$ cat config.mk
export PLATFORM = sky130hd
export DESIGN_NAME = car_park_ctrl_flat
export DESIGN_NICKNAME = d
export VERILOG_FILES = /design/src/rtl/car_park_pkg.sv /design/src/rtl/car_park_if.sv /design/src/rtl/car_park_occupancy_counter.sv /design/src/rtl/car_park_ctrl.sv /design/src/flat_wrapper.sv
export SDC_FILE = /design/constraint.sdc
export NUM_CORES = 1
export LEC_CHECK = 0
export BUFFER_PORTS_ARGS = -buffer_cell sky130_fd_sc_hd__buf_2
export CORE_UTILIZATION = 38
export CTS_BUF_LIST = sky130_fd_sc_hd__clkbuf_8 sky130_fd_sc_hd__clkbuf_16
export DETAILED_ROUTE_END_ITERATION = 8
export GPL_TIMING_DRIVEN = 0
export PLACE_DENSITY_LB_ADDON = 0.05
export SKIP_CTS_REPAIR_TIMING = 1
export SLEW_MARGIN = 25
export SYNTH_ARGS = -nofsm -noshare
export SYNTH_HDL_FRONTEND = slang
export SYNTH_SLANG_ARGS = --single-unit
$ cat constraint.sdc
create_clock -name clk -period 2.8 [get_ports clk]
set_input_delay 0.42 -clock clk [delete_from_list [all_inputs] [get_ports clk]]
set_output_delay 0.42 -clock clk [all_outputs]
set_load 0.005 [all_outputs]
$ cat src/rtl/car_park_pkg.sv
// Shared definitions for the car-park occupancy controller:
// the passage FSM state encoding and the default sizing.
package car_park_pkg;

    localparam int          W_DEFAULT        = 8;
    localparam int unsigned CAPACITY_DEFAULT = 200;

    typedef enum logic [2:0] {
        IDLE     = 3'd0,
        EN1      = 3'd1,
        EN2      = 3'd2,
        EN3      = 3'd3,
        EX1      = 3'd4,
        EX2      = 3'd5,
        EX3      = 3'd6,
        WAIT_CLR = 3'd7
    } state_e;

endpackage

$ cat src/rtl/car_park_if.sv
// Gate-sensor and status bundle between the sensor/display side (master)
// and the car-park controller (slave).
interface car_park_if #(
    parameter int W = 8
);

    logic         a;
    logic         b;
    logic         enter;
    logic         exit;
    logic         seq_err;
    logic [W-1:0] count;
    logic         full;
    logic         empty;

    modport master (
        output a, b,
        input  enter, exit, seq_err, count, full, empty
    );

    modport slave (
        input  a, b,
        output enter, exit, seq_err, count, full, empty
    );

endinterface

$ cat src/rtl/car_park_occupancy_counter.sv
// Saturating up/down occupancy counter: holds at 0 and at CAPACITY, never wraps.
module occupancy_counter #(
    parameter int          W        = 8,
    parameter int unsigned CAPACITY = 200
) (
    input  logic         clk,
    input  logic         reset_n,
    input  logic         inc,
    input  logic         dec,
    output logic [W-1:0] val
);

    localparam logic [W-1:0] CAP_C  = W'(CAPACITY);
    localparam logic [W-1:0] ZERO_C = W'(0);
    localparam logic [W-1:0] ONE_C  = W'(1);

    logic [W-1:0] val_r;

    // Occupancy register; inc and dec are mutually exclusive pulses
    always_ff @(posedge clk or negedge reset_n) begin
        if (!reset_n) begin
            val_r <= ZERO_C;
        end else if (inc && (val_r != CAP_C)) begin
            val_r <= val_r + ONE_C;
        end else if (dec && (val_r != ZERO_C)) begin
            val_r <= val_r - ONE_C;
        end else begin
            val_r <= val_r;
        end
    end

    assign val = val_r;

endmodule

$ cat src/rtl/car_park_ctrl.sv
// Car-park gate controller: synchronises the two beam sensors, decodes full
// passages into enter/exit/seq_err pulses and drives the occupancy counter.
module car_park_ctrl
    import car_park_pkg::*;
#(
    parameter int          W        = W_DEFAULT,
    parameter int unsigned CAPACITY = CAPACITY_DEFAULT
) (
    input  logic        clk,
    input  logic        reset_n,
    car_park_if.slave   bus
);

    localparam logic [W-1:0] CAP_C  = W'(CAPACITY);
    localparam logic [W-1:0] ZERO_C = W'(0);

    logic [1:0]   a_sync_r;
    logic [1:0]   b_sync_r;
    logic [1:0]   ab_s;
    state_e       state_r;
    logic         enter_r;
    logic         exit_r;
    logic         seq_err_r;
    logic [W-1:0] count_s;

    // Two-flop synchronisers for the asynchronous sensor inputs
    always_ff @(posedge clk or negedge reset_n) begin
        if (!reset_n) begin
            a_sync_r <= 2'b00;
            b_sync_r <= 2'b00;
        end else begin
            a_sync_r <= {a_sync_r[0], bus.a};
            b_sync_r <= {b_sync_r[0], bus.b};
        end
    end

    assign ab_s = {a_sync_r[1], b_sync_r[1]};

    // Passage FSM with registered event pulses; an unchanged ab holds the state
    always_ff @(posedge clk or negedge reset_n) begin
        if (!reset_n) begin
            state_r   <= IDLE;
            enter_r   <= 1'b0;
            exit_r    <= 1'b0;
            seq_err_r <= 1'b0;
        end else begin
            enter_r   <= 1'b0;
            exit_r    <= 1'b0;
            seq_err_r <= 1'b0;
            case (state_r)
                IDLE: begin
                    case (ab_s)
                        2'b10:   state_r <= EN1;
                        2'b01:   state_r <= EX1;
                        2'b11:   begin state_r <= WAIT_CLR; seq_err_r <= 1'b1; end
                        default: state_r <= IDLE;
                    endcase
                end
                EN1: begin
                    case (ab_s)
                        2'b11:   state_r <= EN2;
                        2'b00:   state_r <= IDLE;
                        2'b01:   begin state_r <= WAIT_CLR; seq_err_r <= 1'b1; end
                        default: state_r <= EN1;
                    endcase
                end
                EN2: begin
                    case (ab_s)
                        2'b01:   state_r <= EN3;
                        2'b10:   state_r <= EN1;
                        2'b00:   begin state_r <= WAIT_CLR; seq_err_r <= 1'b1; end
                        default: state_r <= EN2;
                    endcase
                end
                EN3: begin
                    case (ab_s)
                        2'b00:   begin state_r <= IDLE; enter_r <= 1'b1; end
                        2'b11:   state_r <= EN2;
                        2'b10:   begin state_r <= WAIT_CLR; seq_err_r <= 1'b1; end
                        default: state_r <= EN3;
                    endcase
                end
                EX1: begin
                    case (ab_s)
                        2'b11:   state_r <= EX2;
                        2'b00:   state_r <= IDLE;
                        2'b10:   begin state_r <= WAIT_CLR; seq_err_r <= 1'b1; end
                        default: state_r <= EX1;
                    endcase
                end
                EX2: begin
                    case (ab_s)
                        2'b10:   state_r <= EX3;
                        2'b01:   state_r <= EX1;
                        2'b00:   begin state_r <= WAIT_CLR; seq_err_r <= 1'b1; end
                        default: state_r <= EX2;
                    endcase
                end
                EX3: begin
                    case (ab_s)
                        2'b00:   begin state_r <= IDLE; exit_r <= 1'b1; end
                        2'b11:   state_r <= EX2;
                        2'b01:   begin state_r <= WAIT_CLR; seq_err_r <= 1'b1; end
                        default: state_r <= EX3;
                    endcase
                end
                WAIT_CLR: begin
                    if (ab_s == 2'b00) begin
                        state_r <= IDLE;
                    end else begin
                        state_r <= WAIT_CLR;
                    end
                end
                default: state_r <= IDLE;
            endcase
        end
    end

    occupancy_counter #(
        .W        (W),
        .CAPACITY (CAPACITY)
    ) u_counter (
        .clk     (clk),
        .reset_n (reset_n),
        .inc     (enter_r),
        .dec     (exit_r),
        .val     (count_s)
    );

    assign bus.enter   = enter_r;
    assign bus.exit    = exit_r;
    assign bus.seq_err = seq_err_r;
    assign bus.count   = count_s;
    assign bus.full    = (count_s == CAP_C);
    assign bus.empty   = (count_s == ZERO_C);

endmodule
$ cat src/flat_wrapper.sv
// flat-port wrapper written by rule: the top's interface ports become plain ports
module car_park_ctrl_flat import car_park_pkg::*;
#(
    parameter int          W        = W_DEFAULT,
    parameter int unsigned CAPACITY = CAPACITY_DEFAULT
)
  (clk, reset_n, bus_a, bus_b, bus_enter, bus_exit, bus_seq_err, bus_count, bus_full, bus_empty);
  car_park_if #(.W(W)) bus_i ();
  input  logic clk;
  input  logic reset_n;
  input wire logic [$bits(bus_i.a)-1:0] bus_a;
  input wire logic [$bits(bus_i.b)-1:0] bus_b;
  output wire logic [$bits(bus_i.enter)-1:0] bus_enter;
  output wire logic [$bits(bus_i.exit)-1:0] bus_exit;
  output wire logic [$bits(bus_i.seq_err)-1:0] bus_seq_err;
  output wire logic [$bits(bus_i.count)-1:0] bus_count;
  output wire logic [$bits(bus_i.full)-1:0] bus_full;
  output wire logic [$bits(bus_i.empty)-1:0] bus_empty;
  assign bus_i.a = bus_a;
  assign bus_i.b = bus_b;
  assign bus_enter = bus_i.enter;
  assign bus_exit = bus_i.exit;
  assign bus_seq_err = bus_i.seq_err;
  assign bus_count = bus_i.count;
  assign bus_full = bus_i.full;
  assign bus_empty = bus_i.empty;
  car_park_ctrl #(.W(W), .CAPACITY(CAPACITY)) u_core (.clk(clk), .reset_n(reset_n), .bus(bus_i));
endmodule
==> impl_metrics.prom <==
# TYPE chip_impl_metric gauge
chip_impl_metric{name="clock_power_share",unit="%"} 11.2
chip_impl_info{name="outcome",value="complete, no violations"} 1
chip_impl_metric{name="drv_slew",unit=""} 0
chip_impl_metric{name="floorplan.rows",unit=""} 20
chip_impl_metric{name="max_buffers_root_to_sink",unit=""} 2
chip_impl_metric{name="drive_gt1_share",unit="%"} 23.45
chip_impl_info{name="layout.cells.most_common_list",value="18 x dfrtp_1, 16 x buf_2, 12 x ha_1"} 1
chip_impl_metric{name="initial_util",unit="%"} 40.52
chip_impl_metric{name="slew_headroom",unit="%"} 71.72
chip_impl_metric{name="chipWidth",unit="µm"} 59.53
chip_impl_metric{name="required",unit="ps"} 2940
chip_impl_metric{name="dp_hpwl",unit="µm"} 1762
chip_impl_metric{name="detailedRoute.firstPassIterationCount",unit=""} 4
chip_impl_info{name="synth_top_flop_cell",value="dfrtp_1"} 1
chip_impl_metric{name="first_global_vias",unit=""} 895
chip_impl_metric{name="dieArea",unit="µm²"} 3543
chip_impl_metric{name="syn_to_final_growth",unit="%"} 17.41
chip_impl_metric{name="stdcell_area",unit="µm²"} 1476
chip_impl_metric{name="chipHeight",unit="µm"} 59.53
chip_impl_metric{name="seq_area_frac_synth",unit="%"} 35.82
chip_impl_metric{name="setup_viol_count_final",unit=""} 0
chip_impl_metric{name="clock_latency",unit="ps"} 250
chip_impl_metric{name="tightest_slew",unit="ps"} 424.2
chip_impl_info{name="worstSetupStartpointType",value="flop"} 1
chip_impl_info{name="clock_tree_from_tritoncts",value="yes"} 1
chip_impl_metric{name="core-area",unit="µm²"} 3103
chip_impl_metric{name="asyncSetResetFlopFracSynth",unit="%"} 100.0
chip_impl_metric{name="dpl.cell_count",unit=""} 182
chip_impl_metric{name="global_route_wire_length_before_repair",unit="µm"} 4036
chip_impl_metric{name="grt_antenna_before_repair",unit=""} 0
chip_impl_metric{name="post-route-min-period",unit="ps"} 2687
chip_impl_info{name="leading_cell_types_by_total_area_after_synthesis",value="dfrtp_1 36%, ha_1 13%, mux2_4 6.0%, a21oi_1 3.6%, xnor2_1 3.5%"} 1
chip_impl_metric{name="cts-buffers-inserted",unit=""} 3
chip_impl_metric{name="synth-edff-count",unit=""} 0
chip_impl_metric{name="final.setup_skew",unit="ps"} 6.090
chip_impl_info{name="mostFrequentLayoutCell",value="dfrtp_1"} 1
chip_impl_metric{name="grt_max_degree",unit=""} 19
chip_impl_metric{name="viasPerCell",unit=""} 5.169
chip_impl_metric{name="hold_viol",unit=""} 0
chip_impl_metric{name="placed_cell_area",unit="µm²"} 1393
chip_impl_metric{name="routed_wl",unit="µm"} 2326
chip_impl_metric{name="dr.first_iter.drc_count",unit=""} 39
chip_impl_info{name="crit_type",value="flop to flop"} 1
chip_impl_metric{name="final_antenna_net_count",unit=""} 0
chip_impl_metric{name="wl_per_cell",unit="µm"} 12.31
chip_impl_metric{name="critical_path.max_fanout",unit=""} 5
chip_impl_metric{name="arrival",unit="ps"} 2820
chip_impl_info{name="synth.largest_area_cell",value="dfrtp_1"} 1
chip_impl_metric{name="synthesis.area_per_instance",unit="µm²"} 10.31
chip_impl_metric{name="irDropWorstVdd",unit="µV"} 511.1
chip_impl_metric{name="overflow",unit=""} 0
chip_impl_metric{name="post_route_insts_no_fill",unit=""} 189
chip_impl_metric{name="power_frac_seq",unit="%"} 31.8
chip_impl_metric{name="final.fill_count",unit=""} 318
chip_impl_info{name="crit_path_end_kind",value="flop"} 1
chip_impl_metric{name="final_nets",unit=""} 165
chip_impl_metric{name="drcViolationCount",unit=""} 0
chip_impl_info{name="tightest_hold_check_type",value="input pin to async pin"} 1
chip_impl_metric{name="cts.sinks",unit=""} 18
chip_impl_metric{name="globalRouteTotalUtil",unit="%"} 15.14
chip_impl_metric{name="mappedNetlistNets",unit=""} 140
chip_impl_metric{name="power.share.switching",unit="%"} 41.85
chip_impl_metric{name="path_clk_slew",unit="ps"} 60
chip_impl_info{name="cts-root-buf",value="clkbuf_8"} 1
chip_impl_metric{name="drv.max_cap_violation_count",unit=""} 0
chip_impl_metric{name="comb_power_share",unit="%"} 57.0
chip_impl_metric{name="place_congestion",unit=""} 0.8143
chip_impl_metric{name="finalSetupTns",unit="ps"} 0
chip_impl_metric{name="synth.distinct_cells",unit=""} 43
chip_impl_metric{name="synthesis.area",unit="µm²"} 1257
chip_impl_metric{name="highest_clock_rate",unit="MHz"} 372.2
chip_impl_metric{name="period_share",unit="%"} 95.96
chip_impl_metric{name="io_buffer_count",unit=""} 16
chip_impl_metric{name="synth.ff_latch_count",unit=""} 18
chip_impl_metric{name="power_density",unit="nW/µm²"} 1038
chip_impl_metric{name="vias",unit=""} 977
chip_impl_metric{name="post_synth_inst_count",unit=""} 122
chip_impl_metric{name="pin_count",unit=""} 17
chip_impl_metric{name="net-switching-power",unit="W"} 0.0006414
chip_impl_metric{name="leakage",unit="nW"} 0.6552
chip_impl_metric{name="h-tree-depth",unit=""} 1
chip_impl_metric{name="p_int",unit="W"} 0.0008913
chip_impl_metric{name="synth.yosys.warnings",unit=""} 0
chip_impl_metric{name="insertedDiodeCount",unit=""} 0
chip_impl_metric{name="synth_top_area_share",unit="%"} 35.82
## sequential cells by signal (all words and copies together), names as in the netlist
signal	flops
u_core.bus.enter	1
u_core.bus.seq_err	1
u_core.bus.exit	1
u_core.a_sync_r	2
u_core.u_counter.val	8
u_core.state_r	3
u_core.b_sync_r	2
## power groups by stage
| stage | Clock (W) | Sequential [W] | Combinational [W] |
|---|---|---|---|
| after CTS | 0.000180 | 0.000485 | 0.000854 |
| after floorplan | 0 | 0.000465 | 0.000663 |
| after global placement | 0 | 0.000481 | 0.000844 |
| final | 0.000172 | 0.000487 | 0.000873 |
| after global routing | 0.000192 | 0.000508 | 0.000996 |
| after detailed placement | 0 | 0.000490 | 0.000844 |
## metrics by stage
step	power, W	hold slack, ps	util (%)	setup slack [ps]
6_report	0.001533	86.41	47.58	113.1
5_1_grt	0.001696	110.0	47.58	-5.535
4_1_cts	0.001520	97.91	46.21	-117.1
3_5_place_dp	0.001334	348.4	44.88	-106.1
3_3_place_gp	0.001325	333.5	44.88	-72.48
2_1_floorplan	0.001129	124.4	-	108.3
## critical path, stage by stage (launching register included)
cell and delay, ps:
dfrtp_1 440, or4_4 630, o31ai_4 240, buf_4 180, buf_4 110, fa_1 190
a21oi_1 100, o211ai_1 200, a21oi_1 110, xnor2_1 130, mux2_4 250
## area by class of cell
| type | count | area, µm² | area share, % |
|---|---|---|---|
| Multi-Input combinational cell | 95 | 785.8 | 53.22 |
| Sequential cell | 18 | 450.4 | 30.51 |
| Tap cell | 44 | 55.05 | 3.729 |
| Timing Repair Buffer | 20 | 110.1 | 7.458 |
| Clock buffer | 3 | 41.29 | 2.797 |
| Inverter | 5 | 18.77 | 1.271 |
| Buffer | 4 | 15.01 | 1.017 |
## layer usage
| metal | GRT usage (%) | part of all wire (%) | vias to the layer above |
|---|---|---|---|
| li1 | - | - | 484 |
| met1 | 21.50 | 52 | 467 |
| met2 | 22.79 | 43 | 24 |
| met3 | 3.930 | 4.2 | 2 |
| met4 | 3.987 | 0.73 | 0 |
| met5 | 0 | 0 | - |
## final timing paths
| path | depth (start not counted) | from | endpoint | slack [ps] |
|---|---|---|---|---|
| max | 10 | u_core.u_counter.val[1]$_DFFE_PN0P_ | u_core.u_counter.val[6]$_DFFE_PN0P_ | 110 |
| min | 1 | reset_n | u_core.bus.seq_err$_DFF_PN0_ | 90 |
| max reg2reg | 10 | u_core.u_counter.val[1]$_DFFE_PN0P_ | u_core.u_counter.val[6]$_DFFE_PN0P_ | 110 |
| min reg2reg | 0 | u_core.a_sync_r[0]$_DFF_PN0_ | u_core.a_sync_r[1]$_DFF_PN0_ | 360 |
| max in group asynchronous | 1 | reset_n | u_core.a_sync_r[1]$_DFF_PN0_ | 2420 |
| min in group clk | 1 | bus_a | u_core.a_sync_r[0]$_DFF_PN0_ | 280 |
## logic make-up after synthesis
family | share of synthesized area (%)
flip-flops | 35.82
AO/OA/AOI/OAI | 17.81
multiplexers | 9.254
buffers and inverters | 2.686
AND/OR/NAND/NOR | 15.03
adder cells (fa/ha/maj) | 14.53
XOR/XNOR | 4.876
## cells in the mapped netlist (3+ instances only)
master / instances
ha_1: 13
nor2_1: 10
a21oi_1: 9
dfrtp_1: 18
nand2_1: 10
o21ai_0: 3
clkbuf_1: 4
inv_1: 5
xnor2_1: 5
mux2i_1: 3
mux2_4: 5
Power figures use the tool's default switching activity.
